`src/rtl/alu_pkg.sv`:
```
// Shared ALU definitions: the multiplier datapath width and the mult_acc_ctrl FSM state encoding.
package alu_pkg;

  localparam int unsigned DW_DEF = 8;

  typedef enum logic [1:0] {
    StIdle = 2'd0,
    StMul  = 2'd1,
    StAcc  = 2'd2,
    StDone = 2'd3
  } mac_state_e;

endpackage

```
`src/rtl/mult_acc_add.sv`:
```
// Accumulator adder with carry-out. Saturates on carry when MULT_ACC_SAT_EN is defined,
// otherwise wraps modulo 2^ACCW.
module mult_acc_add #(
  parameter int unsigned ACCW = 12
) (
  input  logic [ACCW-1:0] i_acc,
  input  logic [ACCW-1:0] i_prod,
  output logic [ACCW-1:0] o_sum,
  output logic            o_carry
);

  logic [ACCW:0] w_full;

  assign w_full  = {1'b0, i_acc} + {1'b0, i_prod};
  assign o_carry = w_full[ACCW];

`ifdef MULT_ACC_SAT_EN
  assign o_sum = o_carry ? {ACCW{1'b1}} : w_full[ACCW-1:0];
`else
  assign o_sum = w_full[ACCW-1:0];
`endif

endmodule

```
`src/rtl/mult_acc_ctrl.sv`:
```
// Sequences operand pairs onto the external MULT unit and accumulates its products into one
// result per transaction. Saturating accumulation is selected with MULT_ACC_SAT_EN.
module mult_acc_ctrl
  import alu_pkg::*;
#(
  parameter int unsigned DW      = DW_DEF,
  parameter int unsigned ACCW    = 12,
  parameter int unsigned CNTW    = 8,
  parameter int unsigned MAX_CNT = 255
) (
  input  logic            clk,
  input  logic            rst_n,
  input  logic            clr,
  input  logic            in_valid,
  output logic            in_ready,
  input  logic [DW-1:0]   in_a,
  input  logic [DW-1:0]   in_b,
  input  logic            in_last,
  output logic [DW-1:0]   mult_a,
  output logic [DW-1:0]   mult_b,
  input  logic [DW-1:0]   mult_c,
  output logic            out_valid,
  input  logic            out_ready,
  output logic [ACCW-1:0] out_acc,
  output logic [CNTW-1:0] out_count,
  output logic            out_ovf
);

  mac_state_e      r_state, w_state_next;
  logic            r_last;
  logic [ACCW-1:0] r_prod, r_acc;
  logic [CNTW-1:0] r_cnt;
  logic            r_ovf;
  logic [DW-1:0]   r_mult_a, r_mult_b;

  logic [ACCW-1:0] w_sum;
  logic            w_carry;
  logic [CNTW-1:0] w_cnt_inc;
  logic            w_hs_in;

  assign w_cnt_inc = r_cnt + 1'b1;
  assign w_hs_in   = (r_state == StIdle) && in_valid;

  mult_acc_add #(
    .ACCW (ACCW)
  ) u_add (
    .i_acc   (r_acc),
    .i_prod  (r_prod),
    .o_sum   (w_sum),
    .o_carry (w_carry)
  );

  always_ff @(posedge clk or negedge rst_n) begin
    if (!rst_n) begin
      r_state <= StIdle;
    end else begin
      r_state <= w_state_next;
    end
  end

  always_comb begin
    w_state_next = r_state;
    if (clr) begin
      w_state_next = StIdle;
    end else begin
      unique case (r_state)
        StIdle: if (in_valid) w_state_next = StMul;
        StMul:  w_state_next = StAcc;
        StAcc:  w_state_next = (r_last || (w_cnt_inc == CNTW'(MAX_CNT))) ? StDone : StIdle;
        StDone: if (out_ready) w_state_next = StIdle;
        default: w_state_next = StIdle;
      endcase
    end
  end

  always_comb begin
    in_ready  = (r_state == StIdle);
    out_valid = (r_state == StDone);
  end

  always_ff @(posedge clk or negedge rst_n) begin
    if (!rst_n) begin
      r_mult_a <= '0;
      r_mult_b <= '0;
      r_last   <= 1'b0;
      r_prod   <= '0;
      r_acc    <= '0;
      r_cnt    <= '0;
      r_ovf    <= 1'b0;
    end else if (clr) begin
      r_mult_a <= '0;
      r_mult_b <= '0;
      r_prod   <= '0;
      r_acc    <= '0;
      r_cnt    <= '0;
      r_ovf    <= 1'b0;
    end else begin
      if (w_hs_in) begin
        r_mult_a <= in_a;
        r_mult_b <= in_b;
        r_last   <= in_last;
      end
      // MULT has had a full cycle since the operands were registered.
      if (r_state == StMul) begin
        r_prod <= ACCW'(mult_c);
      end
      if (r_state == StAcc) begin
        r_acc <= w_sum;
        r_cnt <= w_cnt_inc;
        r_ovf <= r_ovf | w_carry;
      end
      if ((r_state == StDone) && out_ready) begin
        r_acc <= '0;
        r_cnt <= '0;
        r_ovf <= 1'b0;
      end
    end
  end

  assign mult_a    = r_mult_a;
  assign mult_b    = r_mult_b;
  assign out_acc   = r_acc;
  assign out_count = r_cnt;
  assign out_ovf   = r_ovf;

endmodule

```
`config.mk`:
```
export PLATFORM = sky130hd
export DESIGN_NAME = mult_acc_ctrl
export DESIGN_NICKNAME = d
export VERILOG_FILES = /design/src/rtl/alu_pkg.sv /design/src/rtl/mult_acc_add.sv /design/src/rtl/mult_acc_ctrl.sv
export SDC_FILE = /design/constraint.sdc
export NUM_CORES = 1
export LEC_CHECK = 0
export ABC_AREA = 1
export BUFFER_PORTS_ARGS = -buffer_cell sky130_fd_sc_hd__buf_2
export CELL_PAD_IN_SITES_DETAIL_PLACEMENT = 0
export CELL_PAD_IN_SITES_GLOBAL_PLACEMENT = 2
export CORE_MARGIN = 5
export CORE_UTILIZATION = 30
export DETAILED_ROUTE_END_ITERATION = 8
export GPL_ROUTABILITY_DRIVEN = 0
export PLACE_DENSITY_LB_ADDON = 0.1
export SLEW_MARGIN = 30
export SYNTH_ARGS = -nofsm -noshare
export SYNTH_HDL_FRONTEND = slang
export SYNTH_HIERARCHICAL = 1
export SYNTH_SLANG_ARGS = --single-unit
```
`constraint.sdc`:
```
create_clock -name clk -period 2.1 [get_ports clk]
set_clock_uncertainty 0.2 [all_clocks]
set_input_delay 0.63 -clock clk [delete_from_list [all_inputs] [get_ports clk]]
set_output_delay 0.63 -clock clk [all_outputs]
set_load 0.05 [all_outputs]
```
Yosys cells after proc, flatten, opt, wreduce, memory -nomap -nowiden
Index checks and enable logic that the tools add are counted.

operators by class
  eq/ne operators = 6
  add/subtract/negate cells = 2
  bitwise logic cells = 2
  mux-type cells = 20
  reduce and logical (&&, ||, !) cells = 9

operators by type and width
  cell                   count
  $mux W12               5
  $mux W8                7
  $add A12 B12 Y13       1
  $add A8 B1 Y8 const B  1
  $eq A8 B8 Y1 const B   1
  $mux W2                4
  $pmux W2 S4            1
  $eq A2 B2 Y1 const B   2
  $reduce_and A2 Y1      2
  $reduce_bool A2 Y1     2
  $mux W1                3
  $ne A3 B2 Y1 const B   1
  $ne A3 B3 Y1 const B   1
  $reduce_bool A3 Y1     1
  $eq A2 B1 Y1 const B   1
  $logic_and A1 B1 Y1    2
  $logic_not A2 Y1       1
  $logic_or A1 B1 Y1     1
  $not A1 Y1             1
  $or A1 B1 Y1           1

word-level totals
  output and inout port bits = 39
  logic and storage cells = 47
  register bits = 52
  bits of input ports = 30

Longest topological paths before layout
  word-level depth = 6
  mapped depth = 13
  mapped depth without buffers = 13

Hierarchy
Netlist, hierarchy kept.

modules (own cells, without submodules)
  module         area each (µm²)  cells an instance  seq. area each (µm²)  instances
  mult_acc_ctrl  2135.8           252                1201.2                1
  mult_acc_add   668.1            122                0.0                   1

Worst setup path before layout
Ideal clock, no wire load.

  path kind = register to register
  start point = register r_acc[0], in the netlist out_acc[0]
  end point = register r_acc[6], in the netlist out_acc[6]
  path buffers = 0
  clock period less this slack = 2166 ps
  library setup time = 126 ps
  arrival = 1840 ps
  stages on the path, launching flop included = 10
  slack = -66 ps
  required time = 1774 ps
  cells stage by stage = dfrtp_1 > ha_1 > fa_1 > nand3_1 > nand3_2 > nand2_1 > nand2_1 > xor2_1 > nand2_1 > o21ai_0

on the way
  cells in the longest elaborated chain, start to end = 4

RTL lines
  item                      line                  text
  start: declaration        mult_acc_ctrl.sv:31   logic [ACCW-1:0] r_prod, r_acc;
  start signal: assignment  mult_acc_ctrl.sv:108  r_acc <= w_sum;
  $add A12 B12 Y13          mult_acc_add.sv:14    assign w_full = {1'b0, i_acc} + {1'b0, i_prod};
  net w_sum[6]              mult_acc_ctrl.sv:36   logic [ACCW-1:0] w_sum;
  $mux W12                  mult_acc_ctrl.sv:107  if (r_state == StAcc) begin
  $mux W12                  mult_acc_ctrl.sv:112  if ((r_state == StDone) && out_ready) begin
  $mux W12                  mult_acc_ctrl.sv:90   end else if (clr) begin

The timed path passes the listed nets, and every way through them passes these cells. The select of a mux whose other input is x is not followed.
A chain may end at the register's enable or synchronous reset.

Final worst setup path
  start point = register r_state[0]
  end point = output port in_ready

on the way
  cells in the longest elaborated chain, start to end = 1

RTL lines
  item                      line                 text
  start: declaration        mult_acc_ctrl.sv:29  mac_state_e r_state, w_state_next;
  start signal: assignment  mult_acc_ctrl.sv:55  r_state <= StIdle;
  start signal: assignment  mult_acc_ctrl.sv:57  r_state <= w_state_next;
  $logic_not A2 Y1          mult_acc_ctrl.sv:77  in_ready = (r_state == StIdle);
  end: declaration          mult_acc_ctrl.sv:15  output logic in_ready,

No other way between the ends.

==> impl_metrics.csv <==
group,metric,value,unit
setup_path,start_kind,"flip-flop",
setup_path,critPathArrivalTime,1.18,ns
layout,n_antenna_cell,0,
logic_synthesis,synth_async_sr_flop_share,100.0,%
logic_synthesis,synth_area_per_cell,7.497,sq um
sta,fin_setup_tns,0,ns
drt,wl_met2,3.167,mm
sta,hold_viol_final,0,
layout,fin_nets,496,
clock_tree,clock_path_buffers,2,
floorplanning,die-height,106.7,microns
logic_synthesis,ys_seq_elements,48,
drt,antenna_left,0,
logic_synthesis,synth.most_common_cell,"nand2_1",
grt,grt_max_degree,49,
logic_synthesis,synth.largest_area_cell,"dfrtp_1",
clock_tree,post-cts-setup-buffers,0,
power_and_ir_drop,vdd_drop_max,0.4441,mV
floorplanning,die-area,0.01138,sq mm
job,drv_cap,0,
worst_hold_path,hold_path_class,"in2async",
sta,fin_hold_ws,0.08767,ns
run_status,status,"finished, final reports clean",
setup_path,worst_ep_required_time,1.27,ns
setup_path,cp_max_fo,6,
drt,vias,2497,
floorplanning,die_width,106.7,microns
grt,antenna_found_initial,0,
grt,grt_pass1_wl,12.25,mm
sta,timing.final.ws_setup,0.08865,ns
layout,drive_above_1_share,24.78,%
floorplanning,start_util,30.49,%
drt,drc,0,
drt,drtPass1Iterations,4,
grt,grt-ovfl-total,0,
drt,finalWirelength,7.333,mm
layout,syn2layout_area_growth,22.22,%
floorplanning,io_pins,69,
sta,rsz0062_at_grt,"no",
clock_tree,clock_latency,0.30,ns
grt,grt_pass1_vias,2443,
place,io_buffer_count,68,
logic_synthesis,synthDominantCellAreaShare,42.84,%
setup_path,crit_type,"reg2out",
power_and_ir_drop,p_per_area,920.9,mW/mm^2
grt,grt.total_usage,13.31,%
logic_synthesis,yosysWarnings,6,
logic_synthesis,synth_edf_count,0,
logic_synthesis,seq_area_frac_synth,42.84,%
clock_tree,clock_sinks,48,
logic_synthesis,syn-instance-count,374,
sta,period_needed,2.011,ns
clock_tree,htreeDepth,2,
power_and_ir_drop,power_leakage,1.952,nW
place,dp_slack,0.1106,ns
sta,fin_crit_sh,95.78,%
clock_tree,numCtsBuffers,5,
clock_tree,tritoncts,"done",
sta,setup_viol,0,
drt,wl_per_cell,13.02,microns
clock_tree,root_buffer,"clkbuf_8",
logic_synthesis,syn_area,0.002804,sq mm
logic_synthesis,synth_cell_types,24,
sta,slew_viol_final,0,
drt,wl_met3,383,microns
clock_tree,hold_buffers,0,
logic_synthesis,synthTopCellsByCount,"123 x nand2_1, 53 x inv_1, 48 x dfrtp_1",
setup_path,r2r_slack,0.20,ns
drt,drtIter0Drc,75,
place,dp_hpwl,5.507,mm
floorplanning,core.rowCount,35,
clock_tree,clkTransAtPathRegs,0.10,ns
drt,via_per_inst,4.435,
power_and_ir_drop,finalPower,0.003156,W
drt,maxUsedRoutingLayer,"met4",
logic_synthesis,synth.top_cells.by_area,"dfrtp_1 43%, nand2_1 16%, nand3_1 7.3%",
setup_path,crit_path_end_kind,"output pin",
logic_synthesis,synth_flop_cell,"dfrtp_1",
sta,max_freq,0.4972,GHz
floorplanning,core,0.009196,sq mm
drt,met1_length,3.728,mm
==> stage by stage <==
step	area (sq um)	utilization (%)	instances
after floorplan	2816	-	377
after global placement	3322	36.12	555
after detailed placement	3322	36.12	555
after CTS	3421	37.20	563
after global routing	3427	37.27	563
final	3427	37.27	563
==> kinds of logic after synthesis <==
group           count (synthesis)  share of synthesized area, %
fa+ha+maj                      15                         6.961
other cells                     1                        0.1337
compound gates                 38                         7.095
xor+xnor                        7                         2.187
simple gates                  199                         31.19
flops                          48                         42.84
buf+inv                        66                         9.593
==> critical path, cell delays in order (launching register included) <==
cell and delay [ns]:
dfrtp_2 0.46, nor2_2 0.18, buf_4 0.23
==> placed cells by master, fill, tap and decap left out, drive strengths merged <==
| cell | synthesis | final |
|---|---|---|
| nor3 | 1 | 1 |
| buf | 8 | 75 |
| nand2 | 131 | 131 |
| nand4 | 4 | 4 |
| clkbuf | 0 | 6 |
| nand3 | 43 | 43 |
| conb | 1 | 4 |
| xor2 | 7 | 7 |
| inv | 57 | 58 |
| clkinv | 1 | 2 |
| nor2 | 20 | 20 |
| fa | 1 | 1 |
| o22ai | 7 | 7 |
| ha | 14 | 14 |
| o21ai | 25 | 25 |
| a21oi | 6 | 6 |
| dfrtp | 48 | 48 |
==> worst paths after layout <==
path / endpoint / cells past startpoint / startpoint
setup / recovery: in_ready / 2 / r_state[0]$_DFFE_PN0P_
hold / removal: out_acc[9]$_DFFE_PN0P_ / 2 / rst_n
setup reg to reg: out_acc[8]$_DFFE_PN0P_ / 10 / out_acc[0]$_DFFE_PN0P_
hold reg to reg: mult_a[6]$_DFFE_PN0P_ / 2 / mult_a[6]$_DFFE_PN0P_
max in group asynchronous: r_state[0]$_DFFE_PN0P_ / 2 / rst_n
min in group clk: mult_a[7]$_DFFE_PN0P_ / 3 / in_a[7]
==> where the power goes <==
group	total, W	internal (W)	switching [W]
sequential	0.00121	0.00108	0.000125
clock	0.000609	0.000270	0.000339
combinational	0.00134	0.000360	0.000979
==> sequential cells by signal (all words and copies together), names as in the netlist <==
signal / count
r_state: 2
mult_b: 8
r_prod: 8
r_last: 1
out_ovf: 1
mult_a: 8
out_count: 8
out_acc: 12
==> layout make-up <==
| cell class | instances | area (sq um) |
|---|---|---|
| Clock buffer | 6 | 82.58 |
| Clock inverter | 2 | 13.76 |
| Fill cell | 1039 | 5769 |
| Inverter | 58 | 217.7 |
| Multi-Input combinational cell | 263 | 1350 |
| Sequential cell | 48 | 1204 |
| Tap cell | 111 | 138.9 |
| Timing Repair Buffer | 75 | 420.4 |
==> metal layers <==
metal  up-vias  track usage [%]
met5         -                0
met4         0            2.740
met3         6            3.070
met2        57            20.46
met1      1106            19.14
li1       1328                -
==> repair_timing <==
action	CTS	global route
gates resized for setup	1	3
endpoints found under the setup margin	1	4
endpoints found under the hold margin	0	0
Power figures use the tool's default switching activity.
